**config.mk**
```make
export PLATFORM = sky130hd
export DESIGN_NAME = amem_wbpass
export DESIGN_NICKNAME = d
export VERILOG_FILES = /design/src/rtl/amem_wbpass_pkg.sv /design/src/rtl/amem_wbpass.sv
export SDC_FILE = /design/constraint.sdc
export NUM_CORES = 1
export LEC_CHECK = 0
export BUFFER_PORTS_ARGS = -buffer_cell sky130_fd_sc_hd__buf_2
export CORE_ASPECT_RATIO = 0.7
export CORE_MARGIN = 4
export CORE_UTILIZATION = 49
export CTS_BUF_LIST = sky130_fd_sc_hd__clkbuf_16
export DETAILED_ROUTE_END_ITERATION = 10
export PLACE_DENSITY = 0.86
export RECOVER_POWER = 100
export SYNTH_ARGS = -nofsm -noshare
export SYNTH_HDL_FRONTEND = slang
export SYNTH_SLANG_ARGS = --single-unit
```
**constraint.sdc**
```tcl
create_clock -name clk -period 1.4 [get_ports clk]
set_input_delay 0.21 -clock clk [delete_from_list [all_inputs] [get_ports clk]]
set_output_delay 0.21 -clock clk [all_outputs]
set_load 0.01 [all_outputs]
```
**src/rtl/amem_wbpass_pkg.sv**
```systemverilog
// Shared constants for the A-memory front end: phase encoding and the
// address/data widths used by both this block and the A-memory RAM wrapper.
package amem_wbpass_pkg;

    localparam int AMEM_AW = 10;
    localparam int AMEM_DW = 32;

    // The shared A address bus alternates between operand read and write-back.
    typedef enum logic {
        PH_READ  = 1'b0,
        PH_WRITE = 1'b1
    } phase_e;

endpackage

```
**src/rtl/amem_wbpass.sv**
```systemverilog
// A-memory address multiplexer and write-back holder with pass-around.
// READ cycles present the source address to the RAM; WRITE cycles commit the
// pending L register. A read that lands between capture and commit of the
// same address returns the pending L value instead of the stale RAM word.
module amem_wbpass
    import amem_wbpass_pkg::*;
#(
    parameter int AW = AMEM_AW,
    parameter int DW = AMEM_DW
) (
    input  logic          clk,
    input  logic          reset,
    input  logic [AW-1:0] ir_aadr,
    input  logic [AW-1:0] dest_aadr,
    input  logic          dest_a,
    input  logic [DW-1:0] ob,
    input  logic          advance,
    input  logic [DW-1:0] amem,
    output logic [AW-1:0] aadr,
    output logic          arp,
    output logic          awp,
    output logic [DW-1:0] l,
    output logic [DW-1:0] a,
    output logic          apass
);

    phase_e        phase;
    phase_e        phase_nxt;
    logic          wpend;
    logic [AW-1:0] wadr;
    logic          hit_q;
    logic [DW-1:0] pdata_q;
    logic          hit_d;
    logic          capture;

    // Full-width compare; a pending write only matches while it is live.
    assign hit_d   = wpend && (wadr == ir_aadr);
    // Completions are only honoured on WRITE-phase edges.
    assign capture = advance && dest_a;

    // Phase toggles every cycle; strobes and address depend only on state and ir_aadr.
    always_comb begin
        phase_nxt = (phase == PH_READ) ? PH_WRITE : PH_READ;
        aadr      = '0;
        arp       = 1'b0;
        awp       = 1'b0;
        if (!reset) begin
            if (phase == PH_READ) begin
                aadr = ir_aadr;
                arp  = 1'b1;
            end else begin
                aadr = wadr;
                awp  = wpend;
            end
        end
    end

    // Phase register; reset restarts the sequence on a READ cycle.
    always_ff @(posedge clk) begin
        if (reset) begin
            phase <= PH_READ;
        end else begin
            phase <= phase_nxt;
        end
    end

    // READ edge: remember whether this read hit the pending write and snapshot L.
    always_ff @(posedge clk) begin
        if (reset) begin
            hit_q   <= 1'b0;
            pdata_q <= '0;
        end else if (phase == PH_READ) begin
            hit_q   <= hit_d;
            pdata_q <= l;
        end
    end

    // WRITE edge: RAM data is now valid; substitute the snapshot on a hit.
    always_ff @(posedge clk) begin
        if (reset) begin
            a     <= '0;
            apass <= 1'b0;
        end else if (phase == PH_WRITE) begin
            a     <= hit_q ? pdata_q : amem;
            apass <= hit_q;
        end
    end

    // WRITE edge: latch a new write-back, or retire the one committed this cycle.
    // A capture coinciding with a commit keeps wpend set; the old pair is already
    // on the RAM port through awp, so nothing is lost.
    always_ff @(posedge clk) begin
        if (reset) begin
            wpend <= 1'b0;
            wadr  <= '0;
            l     <= '0;
        end else if (phase == PH_WRITE) begin
            if (capture) begin
                wadr  <= dest_aadr;
                l     <= ob;
                wpend <= 1'b1;
            end else if (wpend) begin
                wpend <= 1'b0;
            end
        end
    end

endmodule
```
==> impl_metrics.xml, run 1 <==
<?xml version="1.0" encoding="UTF-8"?>
<metrics>
  <group name="run_status">
    <metric name="run_status" unit="">finished with violations</metric>
    <metric name="failed_checks" unit="">setup timing</metric>
  </group>
  <group name="clock_network">
    <metric name="cts_num_sinks" unit="">110</metric>
    <metric name="clk_root_buffer_cell" unit="">sky130_fd_sc_hd__clkbuf_16</metric>
    <metric name="holdBufCountCts" unit="">0</metric>
    <metric name="worst_skew_pair.late_latency" unit="ns">0.34</metric>
    <metric name="worst_path_clk_slew" unit="ns">0.07</metric>
    <metric name="cts_buffer_depth" unit="">2</metric>
    <metric name="cts.htree.levels" unit="">3</metric>
    <metric name="tritoncts" unit="">built</metric>
    <metric name="cts_buffers" unit="">9</metric>
  </group>
  <group name="final_layout">
    <metric name="drive_above_1_share" unit="%">21.5</metric>
    <metric name="final-seq-area" unit="um2">2210</metric>
    <metric name="multi_input_comb_area" unit="um2">1970</metric>
    <metric name="insertedDiodeCount" unit="">0</metric>
    <metric name="final_nets" unit="">718</metric>
    <metric name="stdcell_count" unit="">754</metric>
    <metric name="count_of_fill_cells_added_during_filler_insertion" unit="">751</metric>
    <metric name="area_growth_syn_to_layout" unit="%">27.7</metric>
    <metric name="finalInstanceArea" unit="um2">5570</metric>
  </group>
  <group name="sta">
    <metric name="timing.final.ws_setup" unit="ns">-0.0817</metric>
    <metric name="slew_headroom" unit="%">71.5</metric>
    <metric name="post-route-min-period" unit="ns">1.48</metric>
    <metric name="unrepaired_setup_endpoints_after_global_routing" unit="">true</metric>
    <metric name="finalHoldViolations" unit="">0</metric>
    <metric name="final-max-slew-violation-count" unit="">0</metric>
    <metric name="finalSetupViolations" unit="">12</metric>
    <metric name="achievable-frequency" unit="MHz">675</metric>
    <metric name="tightest_slew" unit="ns">0.427</metric>
    <metric name="fin_skew" unit="ns">0.00677</metric>
    <metric name="finalCritPeriodShare" unit="%">106</metric>
    <metric name="final_worst_hold_slack" unit="ns">0.102</metric>
  </group>
  <group name="synth">
    <metric name="synth_simple_gate_area_share" unit="%">15.2</metric>
    <metric name="synth.mux.area_fraction" unit="%">17.0</metric>
    <metric name="dominant_combinational_cell_family_by_area_after_synthesis" unit="">multiplexers</metric>
    <metric name="post_synth_xor_area_fraction" unit="%">2.01</metric>
    <metric name="syn_nets" unit="">565</metric>
    <metric name="synthDistinctLibCells" unit="">20</metric>
    <metric name="ys_seq_elements" unit="">110</metric>
    <metric name="fraction_of_the_mapped_netlist_area_in_compound_gates" unit="%">10.7</metric>
    <metric name="synthesis.area" unit="um2">4360</metric>
    <metric name="synthesis.yosys.warnings" unit="">0</metric>
    <metric name="synth_fa_ha_area_share" unit="%">0</metric>
    <metric name="yosysSeqAreaShare" unit="%">50.5</metric>
    <metric name="synthCells" unit="">477</metric>
    <metric name="post_synthesis_average_cell_area" unit="um2">9.15</metric>
  </group>
  <group name="power">
    <metric name="sequentialPowerShare" unit="%">49.3</metric>
    <metric name="share_clk_of_total_power" unit="%">39.5</metric>
    <metric name="cellLeakagePower" unit="nW">2.17</metric>
    <metric name="cellPowerDensity" unit="nW/um2">1210</metric>
    <metric name="switching_share" unit="%">23.9</metric>
    <metric name="total_power" unit="mW">6.76</metric>
    <metric name="p_comb_share" unit="%">11.2</metric>
    <metric name="power.internal" unit="mW">5.14</metric>
    <metric name="psw" unit="mW">1.61</metric>
    <metric name="vdd_ir_drop_max" unit="uV">647</metric>
  </group>
  <group name="critical_path">
    <metric name="crit_family" unit="">flip-flops</metric>
    <metric name="cp_cell_sequence" unit="">buf_12 -&gt; mux2i_1 -&gt; nor2_1 -&gt; buf_2</metric>
    <metric name="rrSetupSlack" unit="ns">0.01</metric>
    <metric name="max_stage_delay" unit="ns">0.41</metric>
    <metric name="crit_path_end_kind" unit="">output port</metric>
    <metric name="r2r_startpoint" unit="">phase$_DFF_P_</metric>
    <metric name="crit_path_start_kind" unit="">flop</metric>
    <metric name="setup.worst_path.class" unit="">flop to output port</metric>
    <metric name="slowest_stage" unit="">sky130_fd_sc_hd__dfxtp_4</metric>
    <metric name="path_max_fanout" unit="">7</metric>
    <metric name="critical_path_required" unit="ns">1.19</metric>
    <metric name="worstRegToRegCells" unit="">4</metric>
    <metric name="r2r_end" unit="">pdata_q[9]$_SDFFE_PP0N_</metric>
    <metric name="cp.buffers_inverters" unit="">2</metric>
    <metric name="timing.critical_path.arrival" unit="ns">1.27</metric>
  </group>
  <group name="die">
    <metric name="die_width" unit="um">121</metric>
    <metric name="number_of_placed_i_o_pins" unit="">165</metric>
    <metric name="core_area" unit="um2">8550</metric>
    <metric name="initial_utilization" unit="%">51.0</metric>
    <metric name="die_ar" unit="um2">10500</metric>
    <metric name="placementRows" unit="">28</metric>
    <metric name="die_y" unit="um">86.9</metric>
  </group>
  <group name="route">
    <metric name="detail_route.iter0.violations" unit="">224</metric>
    <metric name="route.detailed.drc" unit="">0</metric>
    <metric name="drt-total-wl" unit="um">11200</metric>
    <metric name="drt-pass1-iter-count" unit="">4</metric>
    <metric name="antenna_left" unit="">0</metric>
    <metric name="dr_total_vias" unit="">3808</metric>
    <metric name="drt-wirelength-per-cell" unit="um">14.9</metric>
    <metric name="routed_via_density" unit="">5.05</metric>
  </group>
  <group name="global_routing">
    <metric name="antenna_found_initial" unit="">0</metric>
    <metric name="grt_use_total" unit="%">21.2</metric>
    <metric name="grt_start_max_net_pins" unit="">70</metric>
    <metric name="overflow" unit="">0</metric>
    <metric name="first_global_vias" unit="">3777</metric>
    <metric name="wire_length_of_the_first_global_routing_pass" unit="um">17900</metric>
  </group>
  <group name="place">
    <metric name="place_inst" unit="">734</metric>
    <metric name="post-dp-hpwl" unit="um">8010</metric>
    <metric name="buffer_ports.inserted" unit="">164</metric>
    <metric name="routabilityCongestion" unit="">0.767</metric>
    <metric name="dp_slack" unit="ns">0.0961</metric>
    <metric name="placement.cell_area" unit="um2">5290</metric>
  </group>
  <group name="min_path">
    <metric name="worst_hold_path.num_cells" unit="">3</metric>
    <metric name="holdCritStartpoint" unit="">ob[4]</metric>
    <metric name="endpoint_of_the_worst_hold_path" unit="">l[4]$_SDFFE_PP0P_</metric>
    <metric name="hp-class" unit="">primary input to flop</metric>
  </group>
  <group name="run">
    <metric name="drv.max_cap_violation_count" unit="">0</metric>
  </group>
</metrics>
-- placed cells by master, fill, tap and decap left out --
cell type and count:
sky130_fd_sc_hd__nand3_1 1, sky130_fd_sc_hd__and3_2 1, sky130_fd_sc_hd__dfxtp_2 1, sky130_fd_sc_hd__clkbuf_1 65
sky130_fd_sc_hd__buf_12 5, sky130_fd_sc_hd__clkinvlp_4 1, sky130_fd_sc_hd__inv_4 1, sky130_fd_sc_hd__nand2_1 86
sky130_fd_sc_hd__buf_4 9, sky130_fd_sc_hd__dfxtp_1 108, sky130_fd_sc_hd__clkbuf_16 9, sky130_fd_sc_hd__dfxtp_4 1
sky130_fd_sc_hd__mux2i_1 74, sky130_fd_sc_hd__a211oi_1 31, sky130_fd_sc_hd__bufinv_16 2, sky130_fd_sc_hd__a21oi_1 42
sky130_fd_sc_hd__clkinv_4 1, sky130_fd_sc_hd__nand4_1 2, sky130_fd_sc_hd__nor2_1 74, sky130_fd_sc_hd__nand3_2 1
sky130_fd_sc_hd__buf_8 1, sky130_fd_sc_hd__nor3b_2 1, sky130_fd_sc_hd__buf_2 98, sky130_fd_sc_hd__clkbuf_4 2
sky130_fd_sc_hd__nor2_2 1, sky130_fd_sc_hd__and3b_1 1, sky130_fd_sc_hd__xnor2_1 10, sky130_fd_sc_hd__o31ai_1 1
sky130_fd_sc_hd__o21bai_1 1, sky130_fd_sc_hd__nand3b_1 1, sky130_fd_sc_hd__a211oi_2 1, sky130_fd_sc_hd__clkinv_1 1
-- cell families (layout without fill, tap and decap cells) --
kind of cell,after synthesis,count (layout)
flip-flops,110,110
multiplexers,74,74
buffers and inverters,38,195
AND/OR/NAND/NOR,169,169
XOR/XNOR,10,10
AO/OA/AOI/OAI,76,76
-- worst max-delay path by stage --
stage                       start                 to  slack (ns)  depth (start not counted)
floorplan           phase$_DFF_P_            aadr[0]        0.25                          4
global placement    phase$_DFF_P_  l[8]$_SDFFE_PP0P_        0.17                          4
detailed placement  phase$_DFF_P_  l[5]$_SDFFE_PP0P_         0.1                          4
CTS                 phase$_DFF_P_            aadr[9]       -0.10                          4
global route        phase$_DFF_P_            aadr[6]       -0.16                          4
finish              phase$_DFF_P_            aadr[9]       -0.08                          4
-- metrics by stage --
| step | utilization [%] | TNS (ns) |
|---|---|---|
| CTS | 66.1 | -0.940 |
| floorplan | - | 0 |
| global route | 65.2 | -4.24 |
| finish | 65.2 | -0.707 |
| detailed placement | 61.9 | 0 |
| global placement | 61.9 | 0 |
-- layer usage --
metal | track usage [%] | vias up | wire length, um
li1 | - | 1911 | -
met1 | 26.3 | 1759 | 4960
met2 | 36.6 | 127 | 5340
met3 | 6.36 | 11 | 825
met4 | 5.04 | 0 | 98
met5 | 0 | - | 0
-- area by class of cell --
cell class              instances  area share, %
clock buffers                   9           4.04
clock inverters                 6           1.55
multi-input cells             329           35.4
flip-flops and latches        110           39.6
well taps                     120           2.70
repair buffers                180           16.7
-- sequential cells by signal, summed over array words and instances (netlist names) --
| signal | flops |
|---|---|
| phase | 1 |
| wadr | 10 |
| apass | 1 |
| wpend | 1 |
| hit_q | 1 |
| a | 32 |
| pdata_q | 32 |
| l | 32 |
-- synth_stat cells, drive strengths merged --
master,instances,area share (%)
a211oi,32,5.5
a21oi,42,4.8
and3,1,0.14
and3b,1,0.20
buf,23,3.4
clkbuf,15,1.3
dfxtp,110,50
mux2i,74,17
nand2,86,7.4
nand3,2,0.23
nand3b,1,0.17
nand4,2,0.29
nor2,75,6.5
nor3b,1,0.29
o21bai,1,0.17
o31ai,1,0.17
xnor2,10,2.0
-- repair_timing --
item / in CTS / in global routing
cloned: 0 / 0
resized for setup: 1 / 2
setup buffers: 5 / 0
setup endpoints to repair: 12 / 86
pin swaps: 1 / 1
-- power by group through the flow --
stage	Sequential [mW]	Clock, mW	Combinational, mW
after floorplan	3.43	0	0.387
after global placement	3.40	0	0.733
after detailed placement	3.41	0	0.753
after CTS	3.33	2.72	0.787
after global routing	3.34	2.85	0.832
final	3.33	2.67	0.755
-- worst min-delay path: cells and delay by family --
| family | cells | cell delay (ns) |
|---|---|---|
| buf+inv | 1 | 0.09 |
| simple gates | 1 | 0.04 |
| compound gates | 1 | 0.05 |
No activity file was read; power rests on OpenSTA's default activity.
==> run 2: changes to the inputs <==
CORE_UTILIZATION = 30   (was 49)
PLACE_DENSITY = 0.59   (was 0.86)
==> run 2 against run 1 <==
  * The flow still finishes with violations (setup timing)
  * Wire length rose by 5.8%
  * Global-route usage decreased by 7.3 points
  * Clock power shrank 8.2%
  * Worst setup slack worse by 0.0047 ns
  * Flip-flop and latch count is the same
  * Critical path type unchanged
  * Largest cell class unchanged
==> impl_metrics.xml, run 2 (same netlist as run 1, synthesis figures left out) <==
<?xml version="1.0" encoding="UTF-8"?>
<metrics>
  <group name="sta">
    <metric name="slew_headroom" unit="%">72.2</metric>
    <metric name="setup_tns" unit="ns">-0.603</metric>
    <metric name="finalSetupViolations" unit="">10</metric>
    <metric name="tightest_slew" unit="ns">0.418</metric>
    <metric name="final-max-slew-violation-count" unit="">0</metric>
    <metric name="timing.final.ws_setup" unit="ns">-0.0864</metric>
    <metric name="unrepaired_setup_endpoints_after_global_routing" unit="">true</metric>
    <metric name="finalHoldViolations" unit="">0</metric>
    <metric name="fin_skew" unit="ns">0.0140</metric>
    <metric name="finalCritPeriodShare" unit="%">106</metric>
    <metric name="achievable-frequency" unit="MHz">673</metric>
    <metric name="post-route-min-period" unit="ns">1.49</metric>
  </group>
  <group name="critical_path">
    <metric name="cp_cell_sequence" unit="">buf_12 -&gt; mux2i_1 -&gt; nor2_1 -&gt; buf_2</metric>
    <metric name="crit_path_end_kind" unit="">output port</metric>
    <metric name="timing.critical_path.arrival" unit="ns">1.28</metric>
    <metric name="r2r_startpoint" unit="">phase$_DFF_P_</metric>
    <metric name="r2r_end" unit="">l[23]$_SDFFE_PP0P_</metric>
    <metric name="path_max_fanout" unit="">7</metric>
    <metric name="critical_path_required" unit="ns">1.19</metric>
    <metric name="setup.worst_path.class" unit="">flop to output port</metric>
    <metric name="max_stage_delay" unit="ns">0.36</metric>
    <metric name="worstRegToRegCells" unit="">6</metric>
    <metric name="slowest_stage" unit="">sky130_fd_sc_hd__dfxtp_4</metric>
    <metric name="rrSetupSlack" unit="ns">0.02</metric>
    <metric name="crit_path_start_kind" unit="">flop</metric>
  </group>
  <group name="global_routing">
    <metric name="grt_start_max_net_pins" unit="">61</metric>
    <metric name="wire_length_of_the_first_global_routing_pass" unit="um">18600</metric>
    <metric name="grt_use_total" unit="%">13.9</metric>
    <metric name="first_global_vias" unit="">3704</metric>
    <metric name="overflow" unit="">0</metric>
    <metric name="antenna_found_initial" unit="">1</metric>
  </group>
  <group name="final_layout">
    <metric name="finalCoreUtilization" unit="%">40.6</metric>
    <metric name="layout_commonest_cell" unit="">sky130_fd_sc_hd__dfxtp_1</metric>
    <metric name="finalInstanceArea" unit="um2">5720</metric>
    <metric name="final_nets" unit="">723</metric>
    <metric name="drive_above_1_share" unit="%">22.5</metric>
    <metric name="insertedDiodeCount" unit="">0</metric>
    <metric name="final_cell_mix" unit="">sky130_fd_sc_hd__dfxtp_1, sky130_fd_sc_hd__buf_2, sky130_fd_sc_hd__nand2_1</metric>
    <metric name="area_growth_syn_to_layout" unit="%">31.1</metric>
    <metric name="largest_registers" unit="">a x32, l x32, pdata_q x32</metric>
  </group>
  <group name="clock_network">
    <metric name="worst_skew_pair.late_latency" unit="ns">0.35</metric>
    <metric name="cts.htree.levels" unit="">3</metric>
    <metric name="cts_num_sinks" unit="">110</metric>
    <metric name="clk_root_buffer_cell" unit="">sky130_fd_sc_hd__clkbuf_16</metric>
    <metric name="cts_buffers" unit="">9</metric>
    <metric name="worst_path_clk_slew" unit="ns">0.08</metric>
    <metric name="cts_buffer_depth" unit="">2</metric>
    <metric name="holdBufCountCts" unit="">0</metric>
    <metric name="tritoncts" unit="">built</metric>
  </group>
  <group name="place">
    <metric name="buffer_ports.inserted" unit="">164</metric>
    <metric name="placement.cell_area" unit="um2">5410</metric>
    <metric name="dp_slack" unit="ns">0.0860</metric>
    <metric name="routabilityCongestion" unit="">0.837</metric>
    <metric name="post-dp-hpwl" unit="um">8600</metric>
  </group>
  <group name="route">
    <metric name="detail_route.iter0.violations" unit="">137</metric>
    <metric name="routed_via_density" unit="">4.59</metric>
    <metric name="drt-pass1-iter-count" unit="">4</metric>
    <metric name="dr_total_vias" unit="">3811</metric>
    <metric name="antenna_left" unit="">0</metric>
    <metric name="drt-total-wl" unit="um">11900</metric>
    <metric name="drt-wirelength-per-cell" unit="um">14.3</metric>
    <metric name="route.detailed.drc" unit="">0</metric>
  </group>
  <group name="die">
    <metric name="die_width" unit="um">152</metric>
    <metric name="initial_utilization" unit="%">30.9</metric>
    <metric name="die_ar" unit="um2">16600</metric>
    <metric name="number_of_placed_i_o_pins" unit="">165</metric>
    <metric name="core_area" unit="um2">14100</metric>
    <metric name="placementRows" unit="">36</metric>
    <metric name="die_y" unit="um">109</metric>
  </group>
  <group name="min_path">
    <metric name="worst_hold_path.num_cells" unit="">3</metric>
    <metric name="holdCritStartpoint" unit="">ob[29]</metric>
    <metric name="endpoint_of_the_worst_hold_path" unit="">l[29]$_SDFFE_PP0P_</metric>
    <metric name="hp-class" unit="">primary input to flop</metric>
  </group>
  <group name="power">
    <metric name="cellLeakagePower" unit="nW">2.19</metric>
    <metric name="vdd_ir_drop_max" unit="uV">502</metric>
    <metric name="total_power" unit="mW">6.57</metric>
    <metric name="cellPowerDensity" unit="nW/um2">1150</metric>
  </group>
  <group name="run_status">
    <metric name="failed_checks" unit="">setup timing</metric>
    <metric name="run_status" unit="">finished with violations</metric>
  </group>
  <group name="run">
    <metric name="drv.max_cap_violation_count" unit="">0</metric>
  </group>
</metrics>
-- run 2: cell count changes in the layout (fill, tap and decap cells not counted), sizes merged --
cell	previous run	this run
clkinv	2	3
inv	1	4
bufinv	2	0
clkinvlp	1	0
buf	113	118
-- run 2: worst max-delay path, delay by kind of cell (launching register included) --
kind	cells	cell delay (ns)
and+or+nand+nor	1	0.06
buffers and inverters	2	0.29
DFF	1	0.36
muxes	1	0.22
-- run 2: where the power goes --
| group | switching (mW) | internal [mW] |
|---|---|---|
| clock network | 1.22 | 1.24 |
| logic | 0.431 | 0.357 |
| registers | 0.0782 | 3.25 |
| total | 1.73 | 4.84 |
-- run 2: final cells by class --
cell class | count | area [um2]
Fill cell | 1453 | 8380
Clock inverter | 7 | 55.1
Tap cell | 190 | 238
Multi-Input combinational cell | 329 | 1990
Clock buffer | 9 | 225
Sequential cell | 110 | 2210
Timing Repair Buffer | 185 | 1000
-- run 2: worst max path at each step --
stage                        from  cells after the start  slack [ns]                 end
floorplan           phase$_DFF_P_                      4        0.25             aadr[0]
CTS                 phase$_DFF_P_                      4       -0.10             aadr[0]
detailed placement  phase$_DFF_P_                      4        0.09  l[22]$_SDFFE_PP0P_
global placement    phase$_DFF_P_                      4        0.13  l[31]$_SDFFE_PP0P_
finish              phase$_DFF_P_                      4       -0.09             aadr[0]
global route        phase$_DFF_P_                      4       -0.14             aadr[4]
-- run 2: repair_timing --
| action | in CTS | in global routing |
|---|---|---|
| resized for setup | 6 | 8 |
| pin swaps | 2 | 0 |
| endpoints found under the hold margin | 0 | 0 |
| buffers inserted | 6 | 0 |
| setup endpoints to repair | 12 | 61 |
| gates cloned | 0 | 1 |
-- run 2: layer usage --
| layer | track usage (%) | wire length (um) | vias to the layer above |
|---|---|---|---|
| li1 | - | - | 1934 |
| met5 | 0 | 13 | - |
| met3 | 5.51 | 849 | 9 |
| met2 | 21.2 | 5030 | 118 |
| met1 | 18.7 | 5890 | 1748 |
| met4 | 3.21 | 80 | 2 |
-- run 2: metrics by stage --
step	hold slack, ns	instances
floorplan	0.346	477
global placement	0.451	807
detailed placement	0.455	807
CTS	0.0747	829
global route	0.0787	830
finish	0.0871	830
